File: src/rtl/instruction_queue.sv
// -----------------------------------------------------------------------------
// instruction_queue
//
// In-order instruction fetch queue feeding the dispatch stage. Sequential
// instruction words are fetched from a synchronous instruction memory (one
// cycle read latency). They are buffered in a small circular FIFO, and the
// oldest word is presented with a valid flag. Dispatch consumes the head word
// by pulsing Pop. Flush discards all buffered and in-flight words and
// redirects fetch to FlushPC.
//
// Ports:
//   Clock    in   single clock, all state updates on the rising edge
//   Reset    in   synchronous, active-high, overrides every other input
//   Pop      in   dequeue the head entry this cycle (ignored when empty)
//   Flush    in   drop queued/in-flight words, restart fetch at FlushPC
//   FlushPC  in   redirect address, sampled when Flush=1
//   MemRead  out  fetch request this cycle
//   MemAddr  out  fetch address (the PC register)
//   MemData  in   memory read data, valid the cycle after MemRead
//   Instr    out  head entry, 0 when the queue is empty
//   Valid    out  queue non-empty (registered)
//   Count    out  occupancy, 0..DEPTH
// -----------------------------------------------------------------------------
module instruction_queue #(
    parameter int DATA_WIDTH = 16,
    parameter int ADDR_WIDTH = 8,
    parameter int DEPTH      = 4
) (
    input  logic                     Clock,
    input  logic                     Reset,
    input  logic                     Pop,
    input  logic                     Flush,
    input  logic [ADDR_WIDTH-1:0]    FlushPC,
    output logic                     MemRead,
    output logic [ADDR_WIDTH-1:0]    MemAddr,
    input  logic [DATA_WIDTH-1:0]    MemData,
    output logic [DATA_WIDTH-1:0]    Instr,
    output logic                     Valid,
    output logic [$clog2(DEPTH):0]   Count
);

    localparam int PTR_W = $clog2(DEPTH);
    localparam int CNT_W = PTR_W + 1;

    // Occupancy including the outstanding request needs one extra bit so
    // that DEPTH itself is representable alongside an in-flight word.
    localparam logic [CNT_W:0] DEPTH_OCC = (CNT_W + 1)'(DEPTH);

    // -------------------------------------------------------------------------
    // State
    // -------------------------------------------------------------------------
    logic [ADDR_WIDTH-1:0] pc_q;
    logic [PTR_W-1:0]      head_q;
    logic [PTR_W-1:0]      tail_q;
    logic [CNT_W-1:0]      count_q;
    logic                  in_flight_q;
    logic                  valid_q;
    logic [DATA_WIDTH-1:0] entries [DEPTH];

    // -------------------------------------------------------------------------
    // Derived control
    // -------------------------------------------------------------------------
    logic [CNT_W:0]        occupancy;
    logic                  has_room;
    logic                  write_en;
    logic                  pop_en;
    logic [CNT_W-1:0]      count_next;

    // NOTE: every signal assigned in always_comb gets a default first, so no
    // path can leave it unassigned and infer a latch.
    always_comb begin
        occupancy  = '0;
        has_room   = 1'b0;
        write_en   = 1'b0;
        pop_en     = 1'b0;
        count_next = count_q;

        // Credit the outstanding request but not a same-cycle pop: the
        // returning word always has a free slot, so no overflow is possible.
        occupancy = {1'b0, count_q} + {{CNT_W{1'b0}}, in_flight_q};
        has_room  = (occupancy < DEPTH_OCC);

        // A response is captured only if its request survived; a flush in
        // the arrival cycle (or reset) drops it.
        write_en  = in_flight_q && !Flush && !Reset;
        pop_en    = Pop && (count_q != '0);

        count_next = count_q + CNT_W'(write_en) - CNT_W'(pop_en);
    end

    assign MemRead = !Reset && !Flush && has_room;
    assign MemAddr = Reset ? '0 : pc_q;

    // -------------------------------------------------------------------------
    // Control registers
    // -------------------------------------------------------------------------
    // NOTE: sequential state uses non-blocking assignments so every register
    // samples the pre-edge values of the others.
    always_ff @(posedge Clock) begin
        if (Reset) begin
            pc_q        <= '0;
            head_q      <= '0;
            tail_q      <= '0;
            count_q     <= '0;
            in_flight_q <= 1'b0;
            valid_q     <= 1'b0;
        end else if (Flush) begin
            pc_q        <= FlushPC;
            head_q      <= '0;
            tail_q      <= '0;
            count_q     <= '0;
            in_flight_q <= 1'b0;
            valid_q     <= 1'b0;
        end else begin
            if (MemRead) begin
                pc_q <= pc_q + ADDR_WIDTH'(1);
            end
            in_flight_q <= MemRead;

            // Pointers are PTR_W bits wide, so they wrap modulo DEPTH.
            if (write_en) begin
                tail_q <= tail_q + PTR_W'(1);
            end
            if (pop_en) begin
                head_q <= head_q + PTR_W'(1);
            end

            count_q <= count_next;
            valid_q <= (count_next != '0);
        end
    end

    // -------------------------------------------------------------------------
    // Entry storage
    // -------------------------------------------------------------------------
    // NOTE: the storage array has no reset; stale contents are never visible
    // because Instr is gated by the registered valid flag.
    always_ff @(posedge Clock) begin
        if (write_en) begin
            entries[tail_q] <= MemData;
        end
    end

    // -------------------------------------------------------------------------
    // Outputs
    // -------------------------------------------------------------------------
    assign Valid = valid_q;
    assign Instr = valid_q ? entries[head_q] : '0;
    assign Count = count_q;

endmodule

File: config.mk
export PLATFORM = sky130hd
export DESIGN_NAME = instruction_queue
export DESIGN_NICKNAME = d
export VERILOG_FILES = /design/src/rtl/instruction_queue.sv
export SDC_FILE = /design/constraint.sdc
export NUM_CORES = 1
export LEC_CHECK = 0
export BUFFER_PORTS_ARGS = -buffer_cell sky130_fd_sc_hd__buf_2
export CAP_MARGIN = 0
export CORE_ASPECT_RATIO = 1.2
export CORE_MARGIN = 8
export CORE_UTILIZATION = 60
export CTS_BUF_LIST = sky130_fd_sc_hd__clkbuf_4 sky130_fd_sc_hd__clkbuf_8
export CTS_CLUSTER_DIAMETER = 80
export DETAILED_ROUTE_END_ITERATION = 12
export PLACE_DENSITY = 0.87
export SLEW_MARGIN = 30
export SYNTH_ARGS = -nofsm -noshare
export SYNTH_HDL_FRONTEND = slang
export SYNTH_SLANG_ARGS = --single-unit
File: constraint.sdc
create_clock -name Clock -period 2.9 [get_ports Clock]
set_clock_uncertainty 0.05 [all_clocks]
set_input_delay 0.435 -clock Clock [delete_from_list [all_inputs] [get_ports Clock]]
set_output_delay 0.435 -clock Clock [all_outputs]
set_load 0.1 [all_outputs]
* Yosys cells after proc, flatten, opt, wreduce, memory -nomap -nowiden *
Memories as Yosys holds them, arrays and structs flattened. A register that Yosys moved wholly into a read port is not among the register bits.
Cells that the tools add are included.

storage, ports and cells
  bits in registers = 17
  bits in writable memories = 64
  input bits = 28
  output and inout port bits = 29
  word-level logic and storage cells = 33
  memories kept = 1

cells by class
  add/sub/neg operators = 6
  magnitude comparators = 1
  muxes and demuxes = 8
  reductions and logical operators = 11

memories
  name     words  bits a word  rd ports  clocked after Yosys merged registers in  write ports  RTL line  text
  entries  4      16           1         1                                        1            58        logic [DATA_WIDTH-1:0] entries [DEPTH];

operator list
  kind                                                         number
  two-way mux 8 bit                                            3
  two-way mux 16 bit                                           1
  adder 8 x 1 -> 8 bit (second input constant)                 1
  nonzero test 3 bit                                           2
  logical AND 1 bit                                            5
  adder 2 x 1 -> 2 bit (second input constant)                 2
  adder 3 x 1 -> 4 bit                                         1
  less-than comparator 4 x 3 -> 1 bit (second input constant)  1
  two-way mux 2 bit                                            2
  adder 3 x 1 -> 3 bit                                         1
  subtractor 3 x 1 -> 3 bit                                    1
  logical NOT 1 bit                                            2
  two-way mux 1 bit                                            2
  nonzero test 2 bit                                           1
  OR reduction 2 bit                                           1

* Longest topological paths before layout *
Gate-level depths: netlist of run 1.

  word-level depth = 6
  depth in mapped cells = 8
  gate-level depth less buffers = 8

* Least setup slack after synthesis of run 1 *
Ideal clock, no wire load.

  path kind = flip-flop to output port
  from = register count_q[1] (netlist: Count[1])
  to = output port MemRead
  arrival time = 3,061 ps
  data required time = 2,415 ps
  slack = -646 ps
  stages on the path, launching flop included = 5
  path buffers = 1
  cell sequence = dfxtp_1 inv_1 o32a_4 clkbuf_8 nor2_1

between the ends
  cells in the longest elaborated chain, start to end = 3

RTL lines
  what                                 RTL line  text
  start, declared                      55        logic [CNT_W-1:0] count_q;
  start signal, assigned               128       count_q <= count_next;
  adder 3 x 1 -> 4 bit                 80        occupancy = {1'b0, count_q} + {{CNT_W{1'b0}}, in_flight_q};
  less-than comparator 4 x 3 -> 1 bit  81        has_room = (occupancy < DEPTH_OCC);
  logical AND 1 bit                    91        assign MemRead = !Reset && !Flush && has_room;
  end, declared                        34        output logic MemRead,

No other way between the ends.

* Worst setup path in the final report of run 1 *
  from = register count_q[2] (netlist: Count[2])
  to = output port MemRead

Same word-level chain as after synthesis.

==> results.sh, run 1 <==
export IMPL_portBuffers=56
export IMPL_clock_sinks=83
export IMPL_grt_pass1_vias=2095
export IMPL_die_area_mm2=0.00847
export IMPL_drt_iter0_drc=104
export IMPL_grt_setup_unrepaired="no"
export IMPL_drive_above_1_share_pct=36.6
export IMPL_grt_pass1_wl_um=10300
export IMPL_hold_viol=0
export IMPL_layout_nets=311
export IMPL_cp_data_required_time_ns=2.41
export IMPL_antenna_cells=0
export IMPL_cts_resized=0
export IMPL_syn_inst=215
export IMPL_finalSetupViolCount=0
export IMPL_max_freq_ghz=0.401
export IMPL_ant_nets=0
export IMPL_synth_cell_types=35
export IMPL_yosysWarningCount=0
export IMPL_gp_congestion=0.737
export IMPL_die_y_um=99.2
export IMPL_postCtsSetupBuffers=0
export IMPL_wire_per_inst_um=18.0
export IMPL_synth_seq_cells=83
export IMPL_grt_ovfl_total=0
export IMPL_grt_usage_pct=15.8
export IMPL_vias=1915
export IMPL_holdCritPathClass="in -> reg"
export IMPL_n_fill_cell=374
export IMPL_synth_avg_cell_area_um2=16.1
export IMPL_syn2layout_area_growth_pct=14.8
export IMPL_rrSetupSlack_ns=0.83
export IMPL_ir_drop_v=0.000541
export IMPL_drc=0
export IMPL_hold_depth=1
export IMPL_crit_chain="ha_1 > o211a_1 > o32a_4 > nor2_4 > buf_2"
export IMPL_crit_path_end_kind="output pin"
export IMPL_cts_buffer_depth=2
export IMPL_rows=30
export IMPL_hold_end="entries[1][7]"
export IMPL_cts_htree_levels=3
export IMPL_drt_vias_per_instance=5.58
export IMPL_layout_commonest_cell="edfxtp_1"
export IMPL_initial_core_util_pct=61.5
export IMPL_cts_clk_slew_worst_paths_ns=0.08
export IMPL_crit_path_start_kind="flip-flop"
export IMPL_grt_max_degree=19
export IMPL_layout_common_cells="edfxtp_1 (64), buf_2 (56), dfxtp_1 (19)"
export IMPL_post_route_period_util_pct=85.9
export IMPL_firstDrtPassIters=4
export IMPL_async_flop_share_pct=0
export IMPL_crit_path_max_fanout=16
export IMPL_antenna_found_initial=0
export IMPL_fin_crit_ns=2.49
export IMPL_maxCapViolations=0
export IMPL_coreArea_mm2=0.00563
export IMPL_worstMarginPinSlew_ns=0.512
export IMPL_netlist_area_mm2=0.00346
export IMPL_crit_slowest_cell="buf_2"
export IMPL_maxSlewHeadroom_pct=65.8
export IMPL_cts_tree="yes"
export IMPL_path_buf_inv=1
export IMPL_crit_path_start="Count[2]"
export IMPL_crit_family="compound AO/OA/AOI/OAI gates"
export IMPL_crit_arrival_ns=2.01
export IMPL_synth_edf_count=64
export IMPL_leakagePower_nw=1.49
export IMPL_ys_seq_area_share_pct=66.4
export IMPL_status="completed"
export IMPL_powerDensity_mw_per_mm2=594
export IMPL_clkLatencyLatePin_ns=0.34
export IMPL_synth_nets=252
export IMPL_tns_ns=0
export IMPL_critPathKind="reg -> out"
export IMPL_fin_util_pct=70.6
export IMPL_min_from="MemData[7]"
export IMPL_slew_viol_final=0
export IMPL_r2r_start="Count[1]"
export IMPL_numCtsBuffers=9
export IMPL_reg2reg_to="Valid"
export IMPL_synthFlopType="edfxtp_1"
export IMPL_wirelength_um=6170
export IMPL_clk_root_buffer_cell="clkbuf_8"
export IMPL_hpwl_um=4190
export IMPL_rr_worst_depth=7
export IMPL_io_pins=57
export IMPL_cts_hold_buf=0
export IMPL_cpPeakStageDelay_ns=0.43
export IMPL_die_x_um=85.4
==> final cells by class <==
type | instances | area (µm²) | share of cell area [%]
Clock buffer | 10 | 138 | 3.46
Clock inverter | 6 | 62.6 | 1.57
Inverter | 7 | 26.3 | 0.661
Multi-Input combinational cell | 115 | 1070 | 27.0
Sequential cell | 83 | 2300 | 57.9
Tap cell | 64 | 80.1 | 2.01
Timing Repair Buffer | 58 | 295 | 7.42
==> registers in the layout, indices dropped and copies added, names as in the netlist, named ones only <==
| register | count |
|---|---|
| entries | 64 |
| Valid | 1 |
| pc_q | 8 |
| Count | 3 |
| tail_q | 2 |
| head_q | 2 |
| in_flight_q | 1 |
==> worst max-delay path by stage <==
stage | to | slack (ns) | cells after the start
after floorplan | MemRead | 0.14 | 4
after CTS | MemRead | 0.38 | 5
after detailed placement | Valid | 0.46 | 9
final | MemRead | 0.41 | 5
after global placement | Valid | 0.54 | 9
after global routing | Instr[0] | 0.33 | 4
==> per-layer routing <==
layer,track usage (%),vias to the layer above,wire length (µm)
met2,26.7,50,3190
met5,0,-,0
met3,3.80,4,301
li1,-,926,-
met4,8.11,0,65
met1,18.2,935,2610
==> Yosys cell counts (2+ instances only) <==
cell,instances,share of area [%]
o31ai_1,2,0.43
xnor2_1,2,0.51
ha_1,8,2.9
inv_1,7,0.76
nand3_1,3,0.43
o21ai_0,5,0.72
o21bai_1,2,0.43
nor2b_1,8,1.4
a311oi_1,4,1.0
or3_2,4,0.87
or2_2,2,0.36
and2_1,18,3.3
mux2i_1,2,0.58
a31oi_1,2,0.36
mux4_2,16,10
edfxtp_1,64,55
buf_2,2,0.29
xor2_1,3,0.76
nand2_1,5,0.54
buf_6,2,0.65
nor2_1,15,1.6
clkbuf_1,4,0.43
dfxtp_1,19,11
or4_1,2,0.43
and3_2,4,0.87
==> through the flow <==
step / total power [mW] / cells / instance area [µm²] / setup slack [ns] / hold WS (ns)
floorplan: 1.51 / 215 / 3470 / 0.138 / 0.414
global placement: 1.56 / 327 / 3780 / 0.545 / 0.438
detailed placement: 1.57 / 327 / 3780 / 0.456 / 0.469
CTS: 2.38 / 343 / 3980 / 0.384 / 0.251
global route: 2.44 / 343 / 3980 / 0.326 / 0.246
finish: 2.36 / 343 / 3980 / 0.408 / 0.265
==> worst register-to-register path, cell delays in order, from the launching register on <==
cell     delay, ns
dfxtp_1       0.36
o31a_1        0.36
ha_1          0.29
inv_1         0.04
ha_1          0.18
fa_1          0.38
xor2_1        0.20
a21oi_1       0.10
==> cell families (layout without fill, tap and decap cells) <==
group,count (synthesis),in the layout,synth area share [%]
DFF,83,83,66.4
AOI/OAI and AO/OA,20,20,4.51
xor gates and xnor gates,5,5,1.26
buffers and inverters,17,81,2.78
and+or+nand+nor,63,63,10.5
muxes,18,18,11.0
adders and majority gates,9,9,3.47
==> power by group <==
part           internal (mW)  leakage, nW  switching, mW
Combinational         0.0564        0.653          0.170
Clock                  0.421        0.101          0.398
Sequential              1.30        0.732         0.0203
(Power assumes the default switching activity.)
==> inputs of run 2 (changes only) <==
--- a/config.mk
+++ b/config.mk
@@ -5,6 +5,7 @@
 export SDC_FILE = /design/constraint.sdc
 export NUM_CORES = 1
 export LEC_CHECK = 0
+export ABC_AREA = 1
 export BUFFER_PORTS_ARGS = -buffer_cell sky130_fd_sc_hd__buf_2
 export CAP_MARGIN = 0
 export CORE_ASPECT_RATIO = 1.2
@@ -13,6 +14,7 @@
 export CTS_BUF_LIST = sky130_fd_sc_hd__clkbuf_4 sky130_fd_sc_hd__clkbuf_8
 export CTS_CLUSTER_DIAMETER = 80
 export DETAILED_ROUTE_END_ITERATION = 12
+export GPL_TIMING_DRIVEN = 0
 export PLACE_DENSITY = 0.87
 export SLEW_MARGIN = 30
 export SYNTH_ARGS = -nofsm -noshare
==> constraint.sdc (replaced) <==
create_clock -name Clock -period 2.9 [get_ports Clock]
set_clock_uncertainty 0.05 [all_clocks]
set_input_delay 0.145 -clock Clock [delete_from_list [all_inputs] [get_ports Clock]]
set_output_delay 0.145 -clock Clock [all_outputs]
set_load 0.1 [all_outputs]
==> results.sh, run 2 <==
export IMPL_wirelength_um=7780
export IMPL_drive_above_1_share_pct=22.0
export IMPL_crit_slowest_cell="buf_2"
export IMPL_layout_nets=472
export IMPL_post_route_period_util_pct=79.0
export IMPL_initial_core_util_pct=60.8
export IMPL_synthTopCellsByCount="nor2_1 (92), edfxtp_1 (64), o21ai_0 (37)"
export IMPL_cts_htree_levels=3
export IMPL_crit_chain="buf_2 > inv_1 > clkbuf_1 > o21ai_0 > a21oi_1 > buf_2"
export IMPL_crit_family="buffers and inverters"
export IMPL_dp_slack_ns=0.521
export IMPL_grt_usage_pct=18.7
export IMPL_powerDensity_mw_per_mm2=531
export IMPL_finalSetupViolCount=0
export IMPL_yosys_area_top_type="edfxtp_1"
export IMPL_tns_ns=0
export IMPL_cts_tree="yes"
export IMPL_firstDrtPassIters=7
export IMPL_leakagePower_nw=1.78
export IMPL_status="completed"
export IMPL_clk_root_buffer_cell="clkbuf_8"
export IMPL_synthFlopType="edfxtp_1"
export IMPL_hold_viol=0
export IMPL_ys_seq_area_share_pct=63.8
export IMPL_syn_inst=351
export IMPL_async_flop_share_pct=0
export IMPL_worstMarginPinSlew_ns=0.919
export IMPL_syn2layout_area_growth_pct=20.4
export IMPL_fin_crit_ns=2.29
export IMPL_cpPeakStageDelay_ns=0.47
export IMPL_drc=0
export IMPL_grt_setup_unrepaired="no"
export IMPL_crit_arrival_ns=2.10
export IMPL_crit_path_start_kind="flip-flop"
export IMPL_yosysWarningCount=0
export IMPL_grt_max_degree=17
export IMPL_layout_commonest_cell="nor2_1"
export IMPL_postLayoutSetupSlackWorst_ns=0.608
export IMPL_synth_avg_cell_area_um2=10.3
export IMPL_largest_register_ffs=64
export IMPL_wire_per_inst_um=14.9
export IMPL_synth_nets=388
export IMPL_vias=2715
export IMPL_grt_pass1_vias=2745
export IMPL_synth_top_cell_area_share_pct=53.3
export IMPL_netlist_area_mm2=0.00361
export IMPL_die_y_um=101
export IMPL_synthTopCellsByArea="edfxtp_1 (53%), dfxtp_1 (11%), nor2_1 (9.6%), o21ai_0 (5.1%), inv_1 (3.5%)"
export IMPL_worst_path_most_repeated_cell="buf_2"
export IMPL_portBuffers=56
export IMPL_cts_clk_slew_worst_paths_ns=0.08
export IMPL_n_fill_cell=414
export IMPL_gp_congestion=0.777
export IMPL_crit_path_max_fanout=10
export IMPL_maxCapViolations=0
export IMPL_hpwl_um=5270
export IMPL_rows=31
export IMPL_layout_common_cells="nor2_1 (88), edfxtp_1 (64), buf_2 (62)"
export IMPL_power_mw=2.31
export IMPL_path_buf_inv=4
export IMPL_drt_iter0_drc=205
export IMPL_synth_cell_types=28
export IMPL_numCtsBuffers=9
export IMPL_cts_buffer_depth=2
export IMPL_top_register="entries"
export IMPL_holdWs_ns=0.0321
export IMPL_crit_path_end_kind="output pin"
export IMPL_postCtsSetupBuffers=0
export IMPL_grt_pass1_wl_um=12600
export IMPL_max_freq_ghz=0.436
export IMPL_maxSlewHeadroom_pct=38.7
export IMPL_io_pins=57
export IMPL_ant_nets=0
export IMPL_post_synth_top_count_cell="nor2_1"
export IMPL_critPathKind="reg -> out"
export IMPL_die_area_mm2=0.00876
export IMPL_cp_data_required_time_ns=2.71
export IMPL_synth_edf_count=64
export IMPL_grt_ovfl_total=0
export IMPL_drt_vias_per_instance=5.20
export IMPL_synth_seq_cells=83
export IMPL_clock_sinks=83
export IMPL_coreArea_mm2=0.00593
export IMPL_slew_viol_final=0
export IMPL_ir_drop_v=0.000306
export IMPL_holdCritPathClass="in -> reg"
export IMPL_die_x_um=86.8
export IMPL_antenna_cells=0
export IMPL_antenna_found_initial=0
export IMPL_clkLatencyLatePin_ns=0.33
run 2: changes by cell type after synthesis, moves of 8 or more:
cell     delta
nand2_1    +25
o21ai_0    +32
mux4_2     -16
nand3_1     +9
nor2b_1     -8
nor2_1     +77
inv_1      +27
a21oi_1    +17
and2_1     -18
run 2: layout make-up:
cell class	count	area [µm²]	share of cell area (%)
sequential	83	2300	53.0
clock buffer	13	154	3.54
inverter	34	128	2.94
clock inverter	3	17.5	0.403
timing repair buffer	73	450	10.4
tap	82	103	2.36
multi-input combinational	221	1120	25.9
buffer	13	62.6	1.44
run 2: kinds of logic after synthesis:
group           after synthesis  share of synthesized area, %
compound gates               61                          8.91
xor+xnor                      4                         0.971
fa+ha+maj                     9                          3.33
buf+inv                      47                          5.27
flops                        83                          63.8
simple gates                147                          17.7
run 2: through the flow:
| step | cell area (µm²) | std cells | utilization (%) |
|---|---|---|---|
| global placement | 3990 | 489 | 67.2 |
| floorplan | 3610 | 351 | - |
| finish | 4340 | 522 | 73.2 |
| CTS | 4340 | 522 | 73.2 |
| global route | 4340 | 522 | 73.2 |
| detailed placement | 4000 | 489 | 67.4 |
run 2: metal layers:
metal	track usage, %	wire (µm)	up-vias
met1	20.8	3190	1273
met3	4.57	406	10
met5	0	0	-
met4	7.97	108	0
met2	32.8	4080	93
li1	-	-	1339
run 2: worst min-delay path, stage by stage:
cell and delay [ns]:
buf_2 0.08, nand3_1 0.07, o211ai_1 0.08
run 2: where the power goes:
| group | internal [mW] | switching, mW |
|---|---|---|
| clock | 0.347 | 0.373 |
| combinational | 0.0702 | 0.204 |
| sequential | 1.30 | 0.0145 |
| total | 1.71 | 0.591 |
run 2: final timing paths:
check                    from        end  slack [ns]  depth (start not counted)
setup / recovery    flip-flop   Instr[7]        0.61                          6
hold / removal     FlushPC[3]    pc_q[3]        0.03                          3
setup reg to reg  in_flight_q      Valid        0.65                          8
hold reg to reg     head_q[1]  head_q[1]        0.43                          2
run 2: repair_timing:
item | in CTS | in global routing
hold buffers | 17 | 0
resized for setup | 0 | 0
hold endpoints to repair | 65 | 0
